[src/rtl/dmac_pkg.sv]
// Shared definitions for the DMAC master: FSM state encoding, register-file
// indices, address increment and the completion status word layout.
package dmac_pkg;

    localparam int unsigned DATA_W  = 32;
    localparam int unsigned ADDR_W  = 32;
    localparam int unsigned IDX_W   = 4;
    localparam int unsigned CNT_W   = 16;
    localparam int unsigned STATE_W = 4;

    // FSM state encoding
    localparam logic [STATE_W-1:0] ST_IDLE    = 4'd0;
    localparam logic [STATE_W-1:0] ST_F_SRC   = 4'd1;
    localparam logic [STATE_W-1:0] ST_F_DST   = 4'd2;
    localparam logic [STATE_W-1:0] ST_F_SIZE  = 4'd3;
    localparam logic [STATE_W-1:0] ST_REQ     = 4'd4;
    localparam logic [STATE_W-1:0] ST_RD      = 4'd5;
    localparam logic [STATE_W-1:0] ST_RD_WAIT = 4'd6;
    localparam logic [STATE_W-1:0] ST_WR      = 4'd7;
    localparam logic [STATE_W-1:0] ST_STATUS  = 4'd8;

    // Register-file indices of the descriptor and status words
    localparam logic [IDX_W-1:0] SRC_IDX_DEF  = 4'd0;
    localparam logic [IDX_W-1:0] DST_IDX_DEF  = 4'd1;
    localparam logic [IDX_W-1:0] SIZE_IDX_DEF = 4'd2;
    localparam logic [IDX_W-1:0] STAT_IDX_DEF = 4'd3;

    localparam logic [ADDR_W-1:0] ADDR_INC_DEF = 32'd4;

    // Status word: done flag in the MSB, words transferred in the low half
    localparam int unsigned STAT_DONE_BIT = 31;

    function automatic logic [DATA_W-1:0] status_word(input logic [CNT_W-1:0] count);
        logic [DATA_W-1:0] w;
        w                = '0;
        w[STAT_DONE_BIT] = 1'b1;
        w[CNT_W-1:0]     = count;
        return w;
    endfunction

endpackage

[src/rtl/dmac_addr_counter.sv]
// Source/destination address and remaining-word counters for the DMAC master.
// Ports:
//   clk, reset_n       - clock, async active-low reset
//   load_src/dst/cnt_i - load the respective register from data_i
//   step_i             - advance both addresses and decrement the count
//   data_i             - load data (register file read data)
//   src/dst_nxt_c_o    - next-cycle address values (combinational)
//   cnt_zero_c_o       - next-cycle count is zero (combinational)
module dmac_addr_counter
    import dmac_pkg::*;
#(
    parameter logic [ADDR_W-1:0] ADDR_INC = ADDR_INC_DEF
) (
    input  logic              clk,
    input  logic              reset_n,
    input  logic              load_src_i,
    input  logic              load_dst_i,
    input  logic              load_cnt_i,
    input  logic              step_i,
    input  logic [DATA_W-1:0] data_i,
    output logic [ADDR_W-1:0] src_nxt_c_o,
    output logic [ADDR_W-1:0] dst_nxt_c_o,
    output logic              cnt_zero_c_o
);

    logic [ADDR_W-1:0] src_q, src_d;
    logic [ADDR_W-1:0] dst_q, dst_d;
    logic [CNT_W-1:0]  cnt_q, cnt_d;

    // Next-value selection; address arithmetic wraps modulo 2^32
    always_comb begin
        src_d = src_q;
        dst_d = dst_q;
        cnt_d = cnt_q;
        if (load_src_i) begin
            src_d = data_i;
        end else if (step_i) begin
            src_d = ADDR_W'(src_q + ADDR_INC);
        end
        if (load_dst_i) begin
            dst_d = data_i;
        end else if (step_i) begin
            dst_d = ADDR_W'(dst_q + ADDR_INC);
        end
        if (load_cnt_i) begin
            cnt_d = data_i[CNT_W-1:0];
        end else if (step_i) begin
            cnt_d = CNT_W'(cnt_q - CNT_W'(1));
        end
    end

    always_ff @(posedge clk or negedge reset_n) begin
        if (!reset_n) begin
            src_q <= '0;
            dst_q <= '0;
            cnt_q <= '0;
        end else begin
            src_q <= src_d;
            dst_q <= dst_d;
            cnt_q <= cnt_d;
        end
    end

    // The FSM decides on the value the count is about to take
    assign src_nxt_c_o  = src_d;
    assign dst_nxt_c_o  = dst_d;
    assign cnt_zero_c_o = (cnt_d == '0);

endmodule

[src/rtl/dmac_master.sv]
// DMA engine: fetches a descriptor (src, dst, word count) from the register
// file, copies the words over a request/grant bus and writes a status word.
// Ports:
//   clk, reset_n        - clock, async active-low reset
//   op_start            - one-cycle start pulse, honoured only when idle
//   rAddr / rData       - register file read port (rData combinational)
//   wAddr / wData / we  - register file write port
//   m_req/m_grant/m_addr/m_wr/m_dout/m_din - single-master bus
//   busy / done         - operation in progress / last operation finished
// All outputs are registered and decoded from the next state.
module dmac_master
    import dmac_pkg::*;
#(
    parameter logic [IDX_W-1:0]  SRC_IDX  = SRC_IDX_DEF,
    parameter logic [IDX_W-1:0]  DST_IDX  = DST_IDX_DEF,
    parameter logic [IDX_W-1:0]  SIZE_IDX = SIZE_IDX_DEF,
    parameter logic [IDX_W-1:0]  STAT_IDX = STAT_IDX_DEF,
    parameter logic [ADDR_W-1:0] ADDR_INC = ADDR_INC_DEF
) (
    input  logic              clk,
    input  logic              reset_n,
    input  logic              op_start,
    output logic [IDX_W-1:0]  rAddr,
    input  logic [DATA_W-1:0] rData,
    output logic [IDX_W-1:0]  wAddr,
    output logic [DATA_W-1:0] wData,
    output logic              we,
    output logic              m_req,
    input  logic              m_grant,
    output logic [ADDR_W-1:0] m_addr,
    output logic              m_wr,
    output logic [DATA_W-1:0] m_dout,
    input  logic [DATA_W-1:0] m_din,
    output logic              busy,
    output logic              done
);

    logic [STATE_W-1:0] state_q, state_d;
    logic [CNT_W-1:0]   count_q, count_d;
    logic [DATA_W-1:0]  data_buf_q, data_buf_d;
    logic               done_q, done_d;

    logic [IDX_W-1:0]   raddr_d, waddr_d;
    logic [DATA_W-1:0]  wdata_d, m_dout_d;
    logic [ADDR_W-1:0]  m_addr_d;
    logic               we_d, m_req_d, m_wr_d, busy_d;

    logic               load_src, load_dst, load_cnt, step;
    logic [ADDR_W-1:0]  src_nxt, dst_nxt;
    logic               cnt_zero;

    dmac_addr_counter #(
        .ADDR_INC (ADDR_INC)
    ) u_addr_counter (
        .clk          (clk),
        .reset_n      (reset_n),
        .load_src_i   (load_src),
        .load_dst_i   (load_dst),
        .load_cnt_i   (load_cnt),
        .step_i       (step),
        .data_i       (rData),
        .src_nxt_c_o  (src_nxt),
        .dst_nxt_c_o  (dst_nxt),
        .cnt_zero_c_o (cnt_zero)
    );

    // Next state, datapath controls and next output values
    always_comb begin
        state_d    = state_q;
        count_d    = count_q;
        data_buf_d = data_buf_q;
        done_d     = done_q;
        load_src   = 1'b0;
        load_dst   = 1'b0;
        load_cnt   = 1'b0;
        step       = 1'b0;

        case (state_q)
            ST_IDLE: begin
                if (op_start) begin
                    state_d = ST_F_SRC;
                    done_d  = 1'b0;
                end
            end
            ST_F_SRC: begin
                load_src = 1'b1;
                state_d  = ST_F_DST;
            end
            ST_F_DST: begin
                load_dst = 1'b1;
                state_d  = ST_F_SIZE;
            end
            ST_F_SIZE: begin
                load_cnt = 1'b1;
                count_d  = '0;
                state_d  = cnt_zero ? ST_STATUS : ST_REQ;
            end
            ST_REQ: begin
                if (m_grant) begin
                    state_d = ST_RD;
                end
            end
            ST_RD: begin
                // Grant lost during the read address: retry this word
                state_d = m_grant ? ST_RD_WAIT : ST_REQ;
            end
            ST_RD_WAIT: begin
                data_buf_d = m_din;
                state_d    = ST_WR;
            end
            ST_WR: begin
                step    = 1'b1;
                count_d = CNT_W'(count_q + CNT_W'(1));
                state_d = cnt_zero ? ST_STATUS : ST_RD;
            end
            ST_STATUS: begin
                done_d  = 1'b1;
                state_d = ST_IDLE;
            end
            default: begin
                state_d = ST_IDLE;
            end
        endcase

        raddr_d = '0;
        case (state_d)
            ST_F_SRC:  raddr_d = SRC_IDX;
            ST_F_DST:  raddr_d = DST_IDX;
            ST_F_SIZE: raddr_d = SIZE_IDX;
            default:   raddr_d = '0;
        endcase

        we_d     = (state_d == ST_STATUS);
        waddr_d  = we_d ? STAT_IDX : '0;
        wdata_d  = we_d ? status_word(count_d) : '0;

        m_req_d  = (state_d == ST_REQ) || (state_d == ST_RD) ||
                   (state_d == ST_RD_WAIT) || (state_d == ST_WR);
        m_wr_d   = (state_d == ST_WR);
        m_addr_d = '0;
        if (state_d == ST_RD) begin
            m_addr_d = src_nxt;
        end else if (state_d == ST_WR) begin
            m_addr_d = dst_nxt;
        end
        m_dout_d = m_wr_d ? data_buf_d : '0;
        busy_d   = (state_d != ST_IDLE);
    end

    always_ff @(posedge clk or negedge reset_n) begin
        if (!reset_n) begin
            state_q    <= ST_IDLE;
            count_q    <= '0;
            data_buf_q <= '0;
            done_q     <= 1'b0;
            rAddr      <= '0;
            wAddr      <= '0;
            wData      <= '0;
            we         <= 1'b0;
            m_req      <= 1'b0;
            m_addr     <= '0;
            m_wr       <= 1'b0;
            m_dout     <= '0;
            busy       <= 1'b0;
        end else begin
            state_q    <= state_d;
            count_q    <= count_d;
            data_buf_q <= data_buf_d;
            done_q     <= done_d;
            rAddr      <= raddr_d;
            wAddr      <= waddr_d;
            wData      <= wdata_d;
            we         <= we_d;
            m_req      <= m_req_d;
            m_addr     <= m_addr_d;
            m_wr       <= m_wr_d;
            m_dout     <= m_dout_d;
            busy       <= busy_d;
        end
    end

    assign done = done_q;

endmodule
[config.mk]
export PLATFORM = sky130hd
export DESIGN_NAME = dmac_master
export DESIGN_NICKNAME = d
export VERILOG_FILES = /design/src/rtl/dmac_pkg.sv /design/src/rtl/dmac_addr_counter.sv /design/src/rtl/dmac_master.sv
export SDC_FILE = /design/constraint.sdc
export NUM_CORES = 1
export LEC_CHECK = 0
export ABC_AREA = 0
export CAP_MARGIN = 20
export CORE_ASPECT_RATIO = 0.6
export CORE_MARGIN = 4
export CORE_UTILIZATION = 50
export CTS_CLUSTER_DIAMETER = 60
export DETAILED_ROUTE_END_ITERATION = 12
export DONT_BUFFER_PORTS = 1
export PLACE_DENSITY = 0.63
export SLEW_MARGIN = 10
export SYNTH_ARGS = -nofsm -noshare
export SYNTH_HDL_FRONTEND = slang
export SYNTH_HIERARCHICAL = 1
export SYNTH_SLANG_ARGS = --single-unit
export TNS_END_PERCENT = 30
[constraint.sdc]
create_clock -name clk -period 11.8 [get_ports clk]
set_input_delay 1.77 -clock clk [delete_from_list [all_inputs] [get_ports clk]]
set_output_delay 1.77 -clock clk [all_outputs]
set_load 0.005 [all_outputs]
==> flow_summary_export.csv <==
group,metric,value,unit
run_status,run_status,"completed",
final_layout,layout-drive-gt1-share,7.23,%
final_layout,final_cell_count_no_fill,1078,
drt,routed_wirelength,21300,um
logic_synthesis,synth_sequential_area_ratio,53.3,%
global_route,antenna_found_initial,0,
logic_synthesis,yosys_warnings,6,
logic_synthesis,ys_top_cells_by_count,"dfrtp_1, nand2_1, o21ai_0",
power_and_ir_drop,cellPowerDensity,242,nW/um2
timing,max_slew_margin,33.7,%
logic_synthesis,post_synthesis_cell_type_with_the_largest_combined_area,"dfrtp_1",
worst_setup_path,setup.worst_path.end_class,"register",
clocking,clk_pin_slew,0.07,ns
worst_setup_path,worst-path-max-fanout,46,
drt,detail_route.first_pass.iterations,5,
drt,drcViolationCount,0,
drt,route.vias.total,6121,
final_layout,antennaDiodeCount,0,
worst_setup_path,cp_data_arrival_time,5.81,ns
power_and_ir_drop,static-leakage-power,3.92,nW
logic_synthesis,postSynthCellCount,858,
worst_setup_path,crit_path_start_kind,"register",
final_layout,finalNetCount,903,
timing,final_min_period_over_clock_period,46.5,%
floorplan,boundaryPins,177,
global_route,grt_pass1_wl,34300,um
logic_synthesis,syn-cell-area,8780,um2
flow_run,max_cap_viol_count,0,
timing,finalWorstSetupSlack,6.31,ns
worst_setup_path,criticalPathCategory,"register to register",
placed_design,placed_cells,1046,
drt,detail_route.wl_per_cell,19.7,um
drt,detail_route.vias_per_cell,5.68,
clocking,clk_latency,0.44,ns
global_route,global_route_usage_over_all_layers,22.2,%
power_and_ir_drop,p_int,1.42,mW
timing,rsz0062_at_grt,"no",
worst_hold_path,min-delay-path-class,"register to register",
final_layout,area_growth,7.42,%
floorplan,fp.coreArea,17200,um2
logic_synthesis,yosys.area.top_type_share,53.3,%
power_and_ir_drop,power.clock.fraction,24.8,%
logic_synthesis,ys_dominant_reg_cell,"dfrtp_1",
final_layout,post-route-util,54.9,%
timing,final_max_slew_viol_count,0,
worst_setup_path,ff2ff_setup_slack,6.31,ns
global_route,first_global_vias,6176,
timing,post-route-min-period,5.49,ns
placed_design,dp.final_hpwl,14700,um
power_and_ir_drop,power.share.sequential,45.2,%
logic_synthesis,ys_async_sr_fraction,100,%
drt,drt.antenna.violating_nets,0,
power_and_ir_drop,p_comb_share,29.9,%
clocking,holdBufCountCts,0,
clocking,root_buffer,"clkbuf_16",
floorplan,die_h,111,um
timing,report.final.setup_viol,0,
worst_setup_path,crit_required,12.12,ns
timing,finalHoldViolations,0,
power_and_ir_drop,power.share.switching,38.0,%
logic_synthesis,ys_ff_latch,187,
power_and_ir_drop,post-layout-total-power,2.28,mW
global_route,maximum_number_of_pins_on_one_net_before_global_route_repair,188,
floorplan,rows,37,
timing,timing.clock.skew,0.0145,ns
placed_design,worst_slack_at_placement,6.37,ns
timing,max_slew.worst_pin.slew,0.987,ns
placed_design,final_estimated_routing_congestion_in_global_placement,0.832,
logic_synthesis,most_frequently_used_cell_type_in_the_post_synthesis_netlist,"dfrtp_1",
clocking,cts_max_path_buffers,2,
placed_design,port_buffers,0,
power_and_ir_drop,p_switching,868,uW
power_and_ir_drop,ir_worst_vdd,0.000118,V
timing,max_clock_freq,182,MHz
final_layout,fillerInstances,1507,
clocking,total_number_of_h_tree_levels,4,
logic_synthesis,synth_cell_type_count,55,
clocking,cts-buffers-inserted,17,
clocking,numClockSinks,187,
floorplan,die_width,179,um
timing,setup_tns_after_final_layout,0,ns
clocking,tritoncts_clock_tree,"built",
drt,drt-initial-drc-count,528,
floorplan,total_die_area,19800,um2
global_route,global_route.overflow_total,0,
floorplan,floorplan.initialDensity,51.1,%
logic_synthesis,cell_types_with_the_largest_area_share_after_synthesis,"dfrtp_1, xor2_1, nand2_1",
logic_synthesis,syn-mean-instance-area,10.2,um2
clocking,post-cts-setup-buffers,0,
logic_synthesis,number_of_flops_mapped_to_enable_cells_by_yosys,0,
clocking,post_cts_resize_count,0,
[routing by layer]
metal / share of wire (%) / routed length, um / track usage [%] / up-vias
li1: - / - / - / 2863
met1: 46 / 9860 / 33.0 / 3007
met2: 43 / 9090 / 30.8 / 237
met3: 10 / 2130 / 8.55 / 14
met4: 0.85 / 180 / 5.32 / 0
met5: 0 / 0 / 0 / -
[placed cells by master, fill, tap and decap left out, types with 19 or more instances in the layout]
cell     count
and2_1      40
nor3_1      19
nor2b_1     36
conb_1      19
nor2_1      45
a32o_1      32
o21ai_0     74
nand3_1     26
xnor2_1     36
nand2_1    102
dfrtp_1    187
xor2_1      46
[power groups by stage]
stage | combinational, mW | clock (mW) | sequential [mW]
after floorplan | 0.559 | 0 | 0.975
after global placement | 0.657 | 0 | 1.03
after detailed placement | 0.678 | 0 | 1.04
after CTS | 0.682 | 0.582 | 1.03
after global routing | 0.770 | 0.616 | 1.06
final | 0.684 | 0.568 | 1.03
[registers in the layout (all words and copies together), names as in the netlist, 2 cells and up]
signal                count
m_dout                   32
u_addr_counter/cnt_q     16
state_q                   4
u_addr_counter/src_q     32
count_q                  16
m_addr                   32
rAddr                     2
wData                    16
u_addr_counter/dst_q     32
[cells by family (layout without fill, tap and decap cells)]
logic type               Yosys count  after routing  synth area share, %
AND/OR/NAND/NOR                  344            344                 20.5
flip-flops                       187            187                 53.3
AO/OA/AOI/OAI                    138            138                 10.6
buffers and inverters             86             54                 4.91
XOR/XNOR                          82             82                 8.18
multiplexers                      16             16                 1.97
adder cells (fa/ha/maj)            4              4                0.570
other                              1             19               0.0427
[final timing paths]
path                                               from                        to  cells past startpoint
worst max-delay path                         state_q[3]                m_addr[13]                     15
worst min-delay path            u_addr_counter/dst_q[0]   u_addr_counter/dst_q[0]                      1
worst max register to register               state_q[3]                m_addr[13]                     15
worst min register to register  u_addr_counter/dst_q[0]   u_addr_counter/dst_q[0]                      1
max in group asynchronous                       reset_n                state_q[1]                      0
min in group asynchronous                       reset_n  u_addr_counter/dst_q[15]                      0
[cell type report]
class / instances / area (um2) / area share, %
sequential: 187 / 4680 / 49.6
clock inverter: 14 / 165 / 1.75
clock buffer: 18 / 429 / 4.55
inverter: 14 / 52.6 / 0.557
multi-input combinational: 603 / 3760 / 39.8
tap: 234 / 293 / 3.10
timing repair buffer: 8 / 60.1 / 0.636
[worst max-delay path, stage by stage (launching register included)]
cell      delay [ns]
dfrtp_1         0.36
buf_4           0.28
and3b_1         0.46
nand2_1         0.20
inv_1           0.62
or4b_1          0.67
nor4_1          0.28
xnor2_1         0.16
o21ai_0         0.11
or4b_1          0.55
nor4_2          0.59
nand2b_1        0.19
a21boi_1        0.09
o22a_1          0.21
buf_4           0.26
a32o_1          0.31
[metrics by stage]
step	hold WS, ns	cell area (um2)
floorplan	0.466	8850
global placement	0.475	8840
detailed placement	0.480	8840
CTS	0.501	9440
global route	0.528	9440
finish	0.499	9440
(Power assumes the default switching activity.)
